`config.mk`:
```
export PLATFORM = sky130hd
export DESIGN_NAME = pipe_stall_ctrl
export DESIGN_NICKNAME = d
export VERILOG_FILES = /design/src/rtl/pipe_stall_ctrl.sv
export SDC_FILE = /design/constraint.sdc
export NUM_CORES = 1
export LEC_CHECK = 0
export CAP_MARGIN = 40
export CORE_ASPECT_RATIO = 0.8
export CORE_MARGIN = 2
export CORE_UTILIZATION = 33
export CTS_CLUSTER_DIAMETER = 60
export DETAILED_ROUTE_END_ITERATION = 10
export HOLD_SLACK_MARGIN = 0.1
export PLACE_DENSITY = 0.81
export SYNTH_ARGS = -nofsm -noshare
export SYNTH_HDL_FRONTEND = slang
export SYNTH_SLANG_ARGS = --single-unit
```
`constraint.sdc`:
```
create_clock -name clk -period 2.2 [get_ports clk]
set_input_delay 0.44 -clock clk [delete_from_list [all_inputs] [get_ports clk]]
set_output_delay 0.44 -clock clk [all_outputs]
set_load 0.05 [all_outputs]
```
`src/rtl/pipe_stall_ctrl.sv`:
```
// Hazard/stall sequencer for the 5-stage pipeline: Tuse/Tnew data hazards plus MD busy tracking.
// Optional macro STALL_CNT_EN adds a saturating 32-bit stall cycle counter on stall_cnt.
module pipe_stall_ctrl #(
  parameter int MULT_LAT = 5,
  parameter int DIV_LAT  = 10,
  parameter int CNT_W    = 4
) (
  input  logic        clk,
  input  logic        reset,
  input  logic [4:0]  D_rs,
  input  logic [4:0]  D_rt,
  input  logic [1:0]  D_Tuse_rs,
  input  logic [1:0]  D_Tuse_rt,
  input  logic        D_is_md,
  input  logic [4:0]  E_dst,
  input  logic [1:0]  E_Tnew,
  input  logic [4:0]  M_dst,
  input  logic [1:0]  M_Tnew,
  input  logic        E_md_start,
  input  logic        E_md_is_div,
  output logic        F_WE,
  output logic        D_WE,
  output logic        E_clr,
  output logic        md_busy,
  output logic [31:0] stall_cnt
);

  localparam logic [CNT_W-1:0] MULT_CNT = CNT_W'(MULT_LAT);
  localparam logic [CNT_W-1:0] DIV_CNT  = CNT_W'(DIV_LAT);
  localparam logic [CNT_W-1:0] CNT_ZERO = CNT_W'(0);
  localparam logic [CNT_W-1:0] CNT_ONE  = CNT_W'(1);

  logic [CNT_W-1:0] md_cnt_q, md_cnt_d;
  logic             stall_rs_s, stall_rt_s, stall_md_s, stall_s;

  // Data-hazard detection; $0 is never a real dependency
  always_comb begin
    stall_rs_s = 1'b0;
    stall_rt_s = 1'b0;
    if (D_rs != 5'd0) begin
      stall_rs_s = ((D_rs == E_dst) && (D_Tuse_rs < E_Tnew)) ||
                   ((D_rs == M_dst) && (D_Tuse_rs < M_Tnew));
    end else begin
      stall_rs_s = 1'b0;
    end
    if (D_rt != 5'd0) begin
      stall_rt_s = ((D_rt == E_dst) && (D_Tuse_rt < E_Tnew)) ||
                   ((D_rt == M_dst) && (D_Tuse_rt < M_Tnew));
    end else begin
      stall_rt_s = 1'b0;
    end
  end

  assign md_busy    = (md_cnt_q != CNT_ZERO);
  assign stall_md_s = D_is_md & (md_busy | E_md_start);
  assign stall_s    = stall_rs_s | stall_rt_s | stall_md_s;

  assign F_WE  = ~stall_s;
  assign D_WE  = ~stall_s;
  assign E_clr = stall_s;

  // MD busy countdown: a start (even while busy) reloads, stalls never freeze it
  always_comb begin
    md_cnt_d = md_cnt_q;
    if (E_md_start) begin
      md_cnt_d = E_md_is_div ? DIV_CNT : MULT_CNT;
    end else if (md_cnt_q != CNT_ZERO) begin
      md_cnt_d = md_cnt_q - CNT_ONE;
    end else begin
      md_cnt_d = md_cnt_q;
    end
  end

  // MD counter register
  always_ff @(posedge clk or negedge reset) begin
    if (!reset) begin
      md_cnt_q <= CNT_ZERO;
    end else begin
      md_cnt_q <= md_cnt_d;
    end
  end

`ifdef STALL_CNT_EN
  logic [31:0] stall_cnt_q, stall_cnt_d;

  // Saturating stall cycle counter
  always_comb begin
    stall_cnt_d = stall_cnt_q;
    if (stall_s && (stall_cnt_q != 32'hFFFF_FFFF)) begin
      stall_cnt_d = stall_cnt_q + 32'd1;
    end else begin
      stall_cnt_d = stall_cnt_q;
    end
  end

  // Stall counter register
  always_ff @(posedge clk or negedge reset) begin
    if (!reset) begin
      stall_cnt_q <= 32'd0;
    end else begin
      stall_cnt_q <= stall_cnt_d;
    end
  end

  assign stall_cnt = stall_cnt_q;
`else
  assign stall_cnt = 32'd0;
`endif

endmodule
```
# --- Word level (Yosys, flattened, before mapping) ---
# Index checks and enable logic that the tools add are counted.
op_classes:
  addsub: 1
  n_lt_le_gt_ge: 4
  eq_ne: 4
  n_mux: 5
  n_bitwise: 5
  reduce_logical: 10
op_table:
  columns: ["op", "n"]
  rows:
  - ["5-bit equality test", 4]
  - ["4-bit two-way mux", 3]
  - ["5-bit nonzero test", 2]
  - ["2-bit < comparator", 4]
  - ["1-bit logical AND", 4]
  - ["4-bit nonzero test", 1]
  - ["4-bit by 1-bit subtractor with 4-bit output (second input constant)", 1]
  - ["1-bit OR", 3]
  - ["1-bit logical OR", 2]
  - ["1-bit two-way mux", 2]
  - ["2-bit nonzero test", 1]
  - ["1-bit bitwise AND", 1]
  - ["1-bit inverter", 1]
totals:
  regBits: 4
  input_bits: 33
  output_inout_bits: 36
  word_cells: 30

# --- Longest topological paths before layout ---
# Gate-level depths: netlist of run 1.
depth:
  word_depth: 7
  depth_mapped: 7
  mapped_depth_nobuf: 6

# --- Least setup slack after synthesis of run 1 ---
# No wires, ideal clock.
synth_timing:
  path_kind: "register to output"
  from: "register md_cnt_q[0]"
  to: "output F_WE"
  t_arrival_ns: 2.083
  t_required_ns: 1.760
  setup_slack_ns: -0.323
  path_stages_with_launch: 7
  path_buffers: 1
  path_cell_list: "dfrtp_1 inv_1 ha_1 nand2_1 o21ai_0 and3_1 buf_4"
synth_between:
  elab_chain_cells: 5
synth_rtl:
  columns: ["item", "line", "source"]
  rows:
  - ["start: declaration", "33", "logic [CNT_W-1:0] md_cnt_q, md_cnt_d;"]
  - ["start signal: assignment", "79", "md_cnt_q <= md_cnt_d;"]
  - ["4-bit nonzero test", "54", "assign md_busy = (md_cnt_q != CNT_ZERO);"]
  - ["via md_busy", "24", "output logic md_busy,"]
  - ["1-bit OR", "55", "assign stall_md_s = D_is_md & (md_busy | E_md_start);"]
  - ["1-bit bitwise AND", "55", null]
  - ["1-bit OR", "56", "assign stall_s = stall_rs_s | stall_rt_s | stall_md_s;"]
  - ["1-bit inverter", null, null]
  - ["end: declaration", "21", "output logic F_WE,"]
# The timed path passes the listed nets, and every way through them passes these cells.

# --- Worst setup path after layout of run 1 ---
layout_timing:
  from: "input D_Tuse_rs[1]"
  to: "output F_WE"
layout_between:
  elab_chain_cells: 7
  elab_cells_between_ends: 9
  cone_classes: "order compare (2); mux (1); bitwise (3); reduce/logical (3)"
layout_rtl:
  columns: ["item", "line", "source"]
  rows:
  - ["start: declaration", "12", "input logic [1:0] D_Tuse_rs,"]
  - ["2-bit < comparator, on equally long branches", "41, 42", null]
  - ["1-bit logical AND, on equally long branches", "41, 42", null]
  - ["1-bit logical OR (*)", "41", "stall_rs_s = ((D_rs == E_dst) && (D_Tuse_rs < E_Tnew)) ||"]
  - ["1-bit two-way mux (*)", "40", "if (D_rs != 5'd0) begin"]
  - ["1-bit OR (*) (2 in series)", "56", null]
  - ["1-bit inverter (*)", "58", "assign F_WE = ~stall_s;"]
# Mark *: on every way between the ends. The rest lies on a longest branch, timed or not.

==> results.sh, run 1 <==
export IMPL_stdcell_area_um2=1446
export IMPL_largest_register="md_cnt_q"
export IMPL_avgViaCountPerCell=4.099
export IMPL_r2r_slack_ns=0.97
export IMPL_n_fill_cell=195
export IMPL_syn_inst=104
export IMPL_die_h_um=49.55
export IMPL_postCtsSetupBuffers=0
export IMPL_synthArstFlopShare_pct=100.0
export IMPL_fin_worst_skew_ns=0.001410
export IMPL_antenna_found_initial=0
export IMPL_setup_viol=2
export IMPL_hold_buffers=0
export IMPL_synth_mux_area_share_pct=0
export IMPL_grt_pass1_vias=792
export IMPL_final_cells=191
export IMPL_drive_gt1_share_pct=39.35
export IMPL_synth_area_um2=855.8
export IMPL_drc=0
export IMPL_synth_top_family_by_area="buffers and inverters"
export IMPL_ant_nets=0
export IMPL_cp_end_kind="output port"
export IMPL_cp_max_fo=2
export IMPL_synth_edff_count=0
export IMPL_synth_compound_area_share_pct=12.57
export IMPL_boundaryPins=69
export IMPL_period_needed_ns=2.231
export IMPL_row_count=16
export IMPL_synth_simple_area_share_pct=12.43
export IMPL_path_class="in -> out"
export IMPL_core_um2=2462
export IMPL_finalCritPeriodShare_pct=101.4
export IMPL_p_leak_nw=0.6484
export IMPL_nets=196
export IMPL_place_area_um2=1245
export IMPL_worstSetupStartpointType="input pin"
export IMPL_grt_pass1_wl_mm=3.429
export IMPL_die_w_um=60.94
export IMPL_synth_avg_cell_area_um2=8.229
export IMPL_synth_top_area_share_pct=28.95
export IMPL_cts_tree="yes"
export IMPL_grt_max_degree=7
export IMPL_fin_total_pwr_mw=0.5965
export IMPL_initial_core_util_pct=34.76
export IMPL_htreeDepth=1
export IMPL_fin_hold_ws_ns=0.4175
export IMPL_cts_clk_slew_worst_paths_ns=0.04
export IMPL_synth_seq_cells=4
export IMPL_grtUsageTotal_pct=15.25
export IMPL_seq_area_frac_synth_pct=11.70
export IMPL_num_vias=783
export IMPL_yosys_area_share_adder_pct=8.772
export IMPL_status="finished, violations left"
export IMPL_crit_required_ns=1.76
export IMPL_largest_register_ffs=4
export IMPL_post_dp_hpwl_mm=1.865
export IMPL_ys_warn_count=0
export IMPL_maxCapViolCount=0
export IMPL_synth_most_common_cell="buf_4"
export IMPL_yosysTopAreaCell="buf_4"
export IMPL_hold_viol_final=0
export IMPL_place_inst=188
export IMPL_synth_xor_area_share_pct=22.51
export IMPL_die_area_um2=3019
export IMPL_ir_drop_mv=0.1758
export IMPL_violations="negative setup slack"
export IMPL_portBuffers=36
export IMPL_routedWlPerCell_um=12.50
export IMPL_reg_top3="md_cnt_q (4)"
export IMPL_insertion_delay_ns=0.23
export IMPL_p_per_area_nw_per_um2=412.4
export IMPL_cts_buffers=3
export IMPL_ys_types=24
export IMPL_cts_root_buf="clkbuf_4"
export IMPL_wl_mm=2.387
export IMPL_antenna_cells=0
export IMPL_drv_slew=0
export IMPL_cts_sinks=4
export IMPL_fmax_mhz=448.2
export IMPL_rsz0062_at_grt="true"
export IMPL_arrival_ns=1.79
export IMPL_postLayoutSetupSlackWorst_ns=-0.03122
export IMPL_synthTopCellsByArea="buf_4 29%, xnor2_1 12%, dfrtp_1 12%"
export IMPL_place_congestion=0.8481
export IMPL_hp_class="in -> async"
export IMPL_clockBufferDepth=2
export IMPL_first_iter_violations=12
export IMPL_synthTopCellsByCount="33 x buf_4, 12 x xnor2_1, 10 x xor2_1, 6 x ha_1, 6 x inv_1"
export IMPL_detail_route_first_pass_iterations=4
export IMPL_area_delta_synth_final_pct=69.01
export IMPL_overflow=0
export IMPL_synth_ff_type="dfrtp_1"
export IMPL_utilization_pct=58.74
[cells in the final DEF, fill, tap and decap left out, types with 2 or more instances in the layout]
cell type / n
a2111oi_4: 3
a21oi_1: 2
buf_2: 3
buf_4: 15
buf_8: 4
clkbuf_2: 3
clkbuf_4: 3
clkdlybuf4s15_1: 4
clkdlybuf4s15_2: 7
clkdlybuf4s50_1: 7
conb_1: 32
dfrtp_1: 4
dlygate4sd2_1: 5
ha_1: 3
ha_4: 3
inv_1: 4
nand2_1: 2
nand2b_4: 3
nand4_1: 4
nor2_1: 2
o21ai_0: 4
o2bb2ai_2: 2
xnor2_1: 11
xor2_1: 4
xor2_2: 6
[worst max-delay path, cell delays in order]
cell	delay, ns
buf_2	0.12
ha_4	0.24
a2111oi_4	0.34
nand4_1	0.15
o2bb2ai_2	0.15
and3_4	0.20
buf_8	0.15
[power by group]
part           total [mW]  switching (mW)  internal, mW
clock network      0.0861          0.0254        0.0607
logic               0.413           0.259         0.154
registers          0.0969          0.0102        0.0867
total               0.596           0.295         0.302
[cell type report]
class                      instances  area (um2)  share of cell area (%)
clock buffer                       3       22.52                   1.557
multi-input combinational         92       782.0                   54.07
sequential                         4       100.1                   6.920
inverter                           6       30.03                   2.076
timing repair buffer              50       466.7                   32.27
tap                               36       45.04                   3.114
[per-layer routing]
| layer | up-vias | global-route usage (%) | part of all wire, % |
|---|---|---|---|
| li1 | 386 | - | - |
| met1 | 365 | 14.88 | 36 |
| met2 | 30 | 31.54 | 58 |
| met3 | 2 | 1.050 | 5.2 |
| met4 | 0 | 5.435 | 0.75 |
| met5 | - | 0 | 0 |
[what timing repair did]
item	in CTS	in global routing
pin swaps	16	10
resized for setup	91	13
setup endpoints to repair	3	3
[stage by stage]
stage / worst slack, ns / TNS, ns
after floorplan: 0.01295 / 0
after global placement: -0.5366 / -1.549
after detailed placement: -0.5333 / -1.532
after CTS: -0.03347 / -0.06691
after global routing: -0.07314 / -0.1833
final: -0.03122 / -0.06239
[cell families after synthesis]
| family | after synthesis |
|---|---|
| AOI/OAI and AO/OA | 13 |
| other | 1 |
| DFF | 4 |
| and+or+nand+nor | 19 |
| adders and majority gates | 6 |
| buffers and inverters | 39 |
| xor gates and xnor gates | 22 |
[path summary, 6_finish.rpt]
check,from,to,cells past startpoint
hold reg to reg,md_cnt_q[3]$_DFFE_PN0N_,md_cnt_q[3]$_DFFE_PN0N_,2
hold / removal,reset,md_cnt_q[1]$_DFFE_PN0N_,1
setup / recovery,D_Tuse_rs[1],F_WE,7
min in group clk,md_cnt_q[3]$_DFFE_PN0N_,md_cnt_q[3]$_DFFE_PN0N_,2
setup reg to reg,md_cnt_q[2]$_DFFE_PN0N_,md_cnt_q[3]$_DFFE_PN0N_,3
max in group asynchronous,reset,md_cnt_q[2]$_DFFE_PN0N_,1
Power figures use the tool's default switching activity.
==> run 2: changes to the inputs <==
CAP_MARGIN = 0   (was 40)
REMOVE_ABC_BUFFERS = 1   (was default)
==> run 2 against run 1 <==
  * The flow still finishes with violations (negative setup slack)
  * Worst setup slack worse by 0.0030 ns
  * Sequential power about the same
  * First-iteration DRC count grew 17%
  * Routed wire length grew 13%
  * Critical path depth unchanged
  * Cell count rose by 4.2%
  * Design area grew 2.2%
==> results.sh, run 2 (same netlist as run 1, synthesis figures left out) <==
export IMPL_status="finished, violations left"
export IMPL_violations="negative setup slack"
export IMPL_maxCapViolCount=0
export IMPL_core_um2=2462
export IMPL_cts_clk_slew_worst_paths_ns=0.04
export IMPL_boundaryPins=69
export IMPL_overflow=0
export IMPL_cp_max_fo=3
export IMPL_cp_end_kind="output port"
export IMPL_clockBufferDepth=2
export IMPL_hp_class="in -> async"
export IMPL_grtUsageTotal_pct=17.97
export IMPL_drive_gt1_share_pct=46.01
export IMPL_highest_layer="met4"
export IMPL_layout_commonest_cell="conb_1"
export IMPL_postLayoutSetupSlackWorst_ns=-0.03418
export IMPL_cts_root_buf="clkbuf_4"
export IMPL_final_cell_mix="32 x conb_1, 23 x buf_4, 12 x xnor2_1, 12 x clkbuf_2, 8 x xor2_2"
export IMPL_post_dp_hpwl_mm=2.097
export IMPL_antenna_found_initial=0
export IMPL_wl_mm=2.687
export IMPL_stdcell_area_um2=1478
export IMPL_path_class="in -> out"
export IMPL_initial_core_util_pct=34.76
export IMPL_ff2ff_path_depth=3
export IMPL_die_h_um=49.55
export IMPL_largest_register_ffs=4
export IMPL_crit_required_ns=1.76
export IMPL_drv_slew=0
export IMPL_cts_buffers=3
export IMPL_antenna_cells=0
export IMPL_row_count=16
export IMPL_ir_drop_mv=0.2445
export IMPL_first_iter_violations=14
export IMPL_tns_ns=-0.06834
export IMPL_p_leak_nw=0.6793
export IMPL_place_congestion=0.8739
export IMPL_wl_met1_mm=1.067
export IMPL_fin_hold_ws_ns=0.4085
export IMPL_n_fill_cell=221
export IMPL_grt_pass1_wl_mm=3.974
export IMPL_place_area_um2=1297
export IMPL_insertion_delay_ns=0.23
export IMPL_cts_sinks=4
export IMPL_nets=204
export IMPL_arrival_ns=1.79
export IMPL_p_per_area_nw_per_um2=414.6
export IMPL_wl_met3_um=108
export IMPL_grt_max_degree=7
export IMPL_place_inst=196
export IMPL_finalCritPeriodShare_pct=101.6
export IMPL_cts_tree="yes"
export IMPL_die_w_um=60.94
export IMPL_die_area_um2=3019
export IMPL_detail_route_first_pass_iterations=2
export IMPL_ant_nets=0
export IMPL_final_cells=199
export IMPL_setup_viol=2
export IMPL_drc=0
export IMPL_num_vias=814
export IMPL_grt_pass1_vias=859
export IMPL_htreeDepth=1
export IMPL_reg_top3="md_cnt_q (4)"
export IMPL_routedWlPerCell_um=13.50
export IMPL_fin_worst_skew_ns=0.003190
export IMPL_hold_viol_final=0
export IMPL_dr_wl_met2_mm=1.462
export IMPL_portBuffers=36
export IMPL_avgViaCountPerCell=4.090
export IMPL_area_delta_synth_final_pct=72.66
export IMPL_worstSetupStartpointType="input pin"
export IMPL_hold_buffers=0
export IMPL_rsz0062_at_grt="true"
export IMPL_period_needed_ns=2.234
export IMPL_largest_register="md_cnt_q"
export IMPL_fmax_mhz=447.6
## run 2: critical path, cell delays in order
cell             delay, ns
clkdlybuf4s15_1       0.26
xor2_2                0.24
nor4_4                0.22
nand4_1               0.13
o2bb2ai_2             0.15
and3_4                0.20
buf_8                 0.15
## run 2: final timing paths
path,from,end,slack [ns]
max,D_rs[2],D_WE,-0.03
min,reset,md_cnt_q[3]$_DFFE_PN0N_,0.41
max reg2reg,md_cnt_q[2]$_DFFE_PN0N_,md_cnt_q[3]$_DFFE_PN0N_,0.92
min reg2reg,md_cnt_q[3]$_DFFE_PN0N_,md_cnt_q[3]$_DFFE_PN0N_,0.60
max in group asynchronous,reset,md_cnt_q[2]$_DFFE_PN0N_,1.63
min in group clk,md_cnt_q[3]$_DFFE_PN0N_,md_cnt_q[3]$_DFFE_PN0N_,0.60
## run 2: layout make-up
class	count	area [um2]	area share, %
multi-input combinational	92	824.5	55.80
timing repair buffer	58	455.4	30.82
tap	36	45.04	3.048
inverter	6	30.03	2.032
sequential	4	100.1	6.774
clock buffer	3	22.52	1.524
## run 2: routing by layer
layer  vias to the layer above  track usage, %
met2                        33           33.87
met1                       376           21.83
met5                         -               0
met3                         4           1.050
met4                         0           3.623
li1                        401               -
## run 2: stage by stage
| step | total power [mW] | utilization [%] | worst slack, ns |
|---|---|---|---|
| 6_report | 0.6127 | 60.01 | -0.03418 |
| 2_1_floorplan | 0.3309 | - | -0.3435 |
| 4_1_cts | 0.6086 | 61.18 | -0.09411 |
| 3_5_place_dp | 0.4768 | 52.69 | -0.6025 |
| 5_1_grt | 0.6482 | 60.01 | -0.1146 |
| 3_3_place_gp | 0.4658 | 52.69 | -0.5769 |
## run 2: repair_timing
item                                    CTS  global route
resized for setup                        85            35
pin swaps                                17            14
buffers inserted                          1             0
endpoints found under the setup margin    3             3
## run 2: power by group
part / internal [mW] / switching, mW
registers: 0.0867 / 0.0105
logic: 0.159 / 0.271
clock network: 0.0607 / 0.0255
total: 0.306 / 0.307
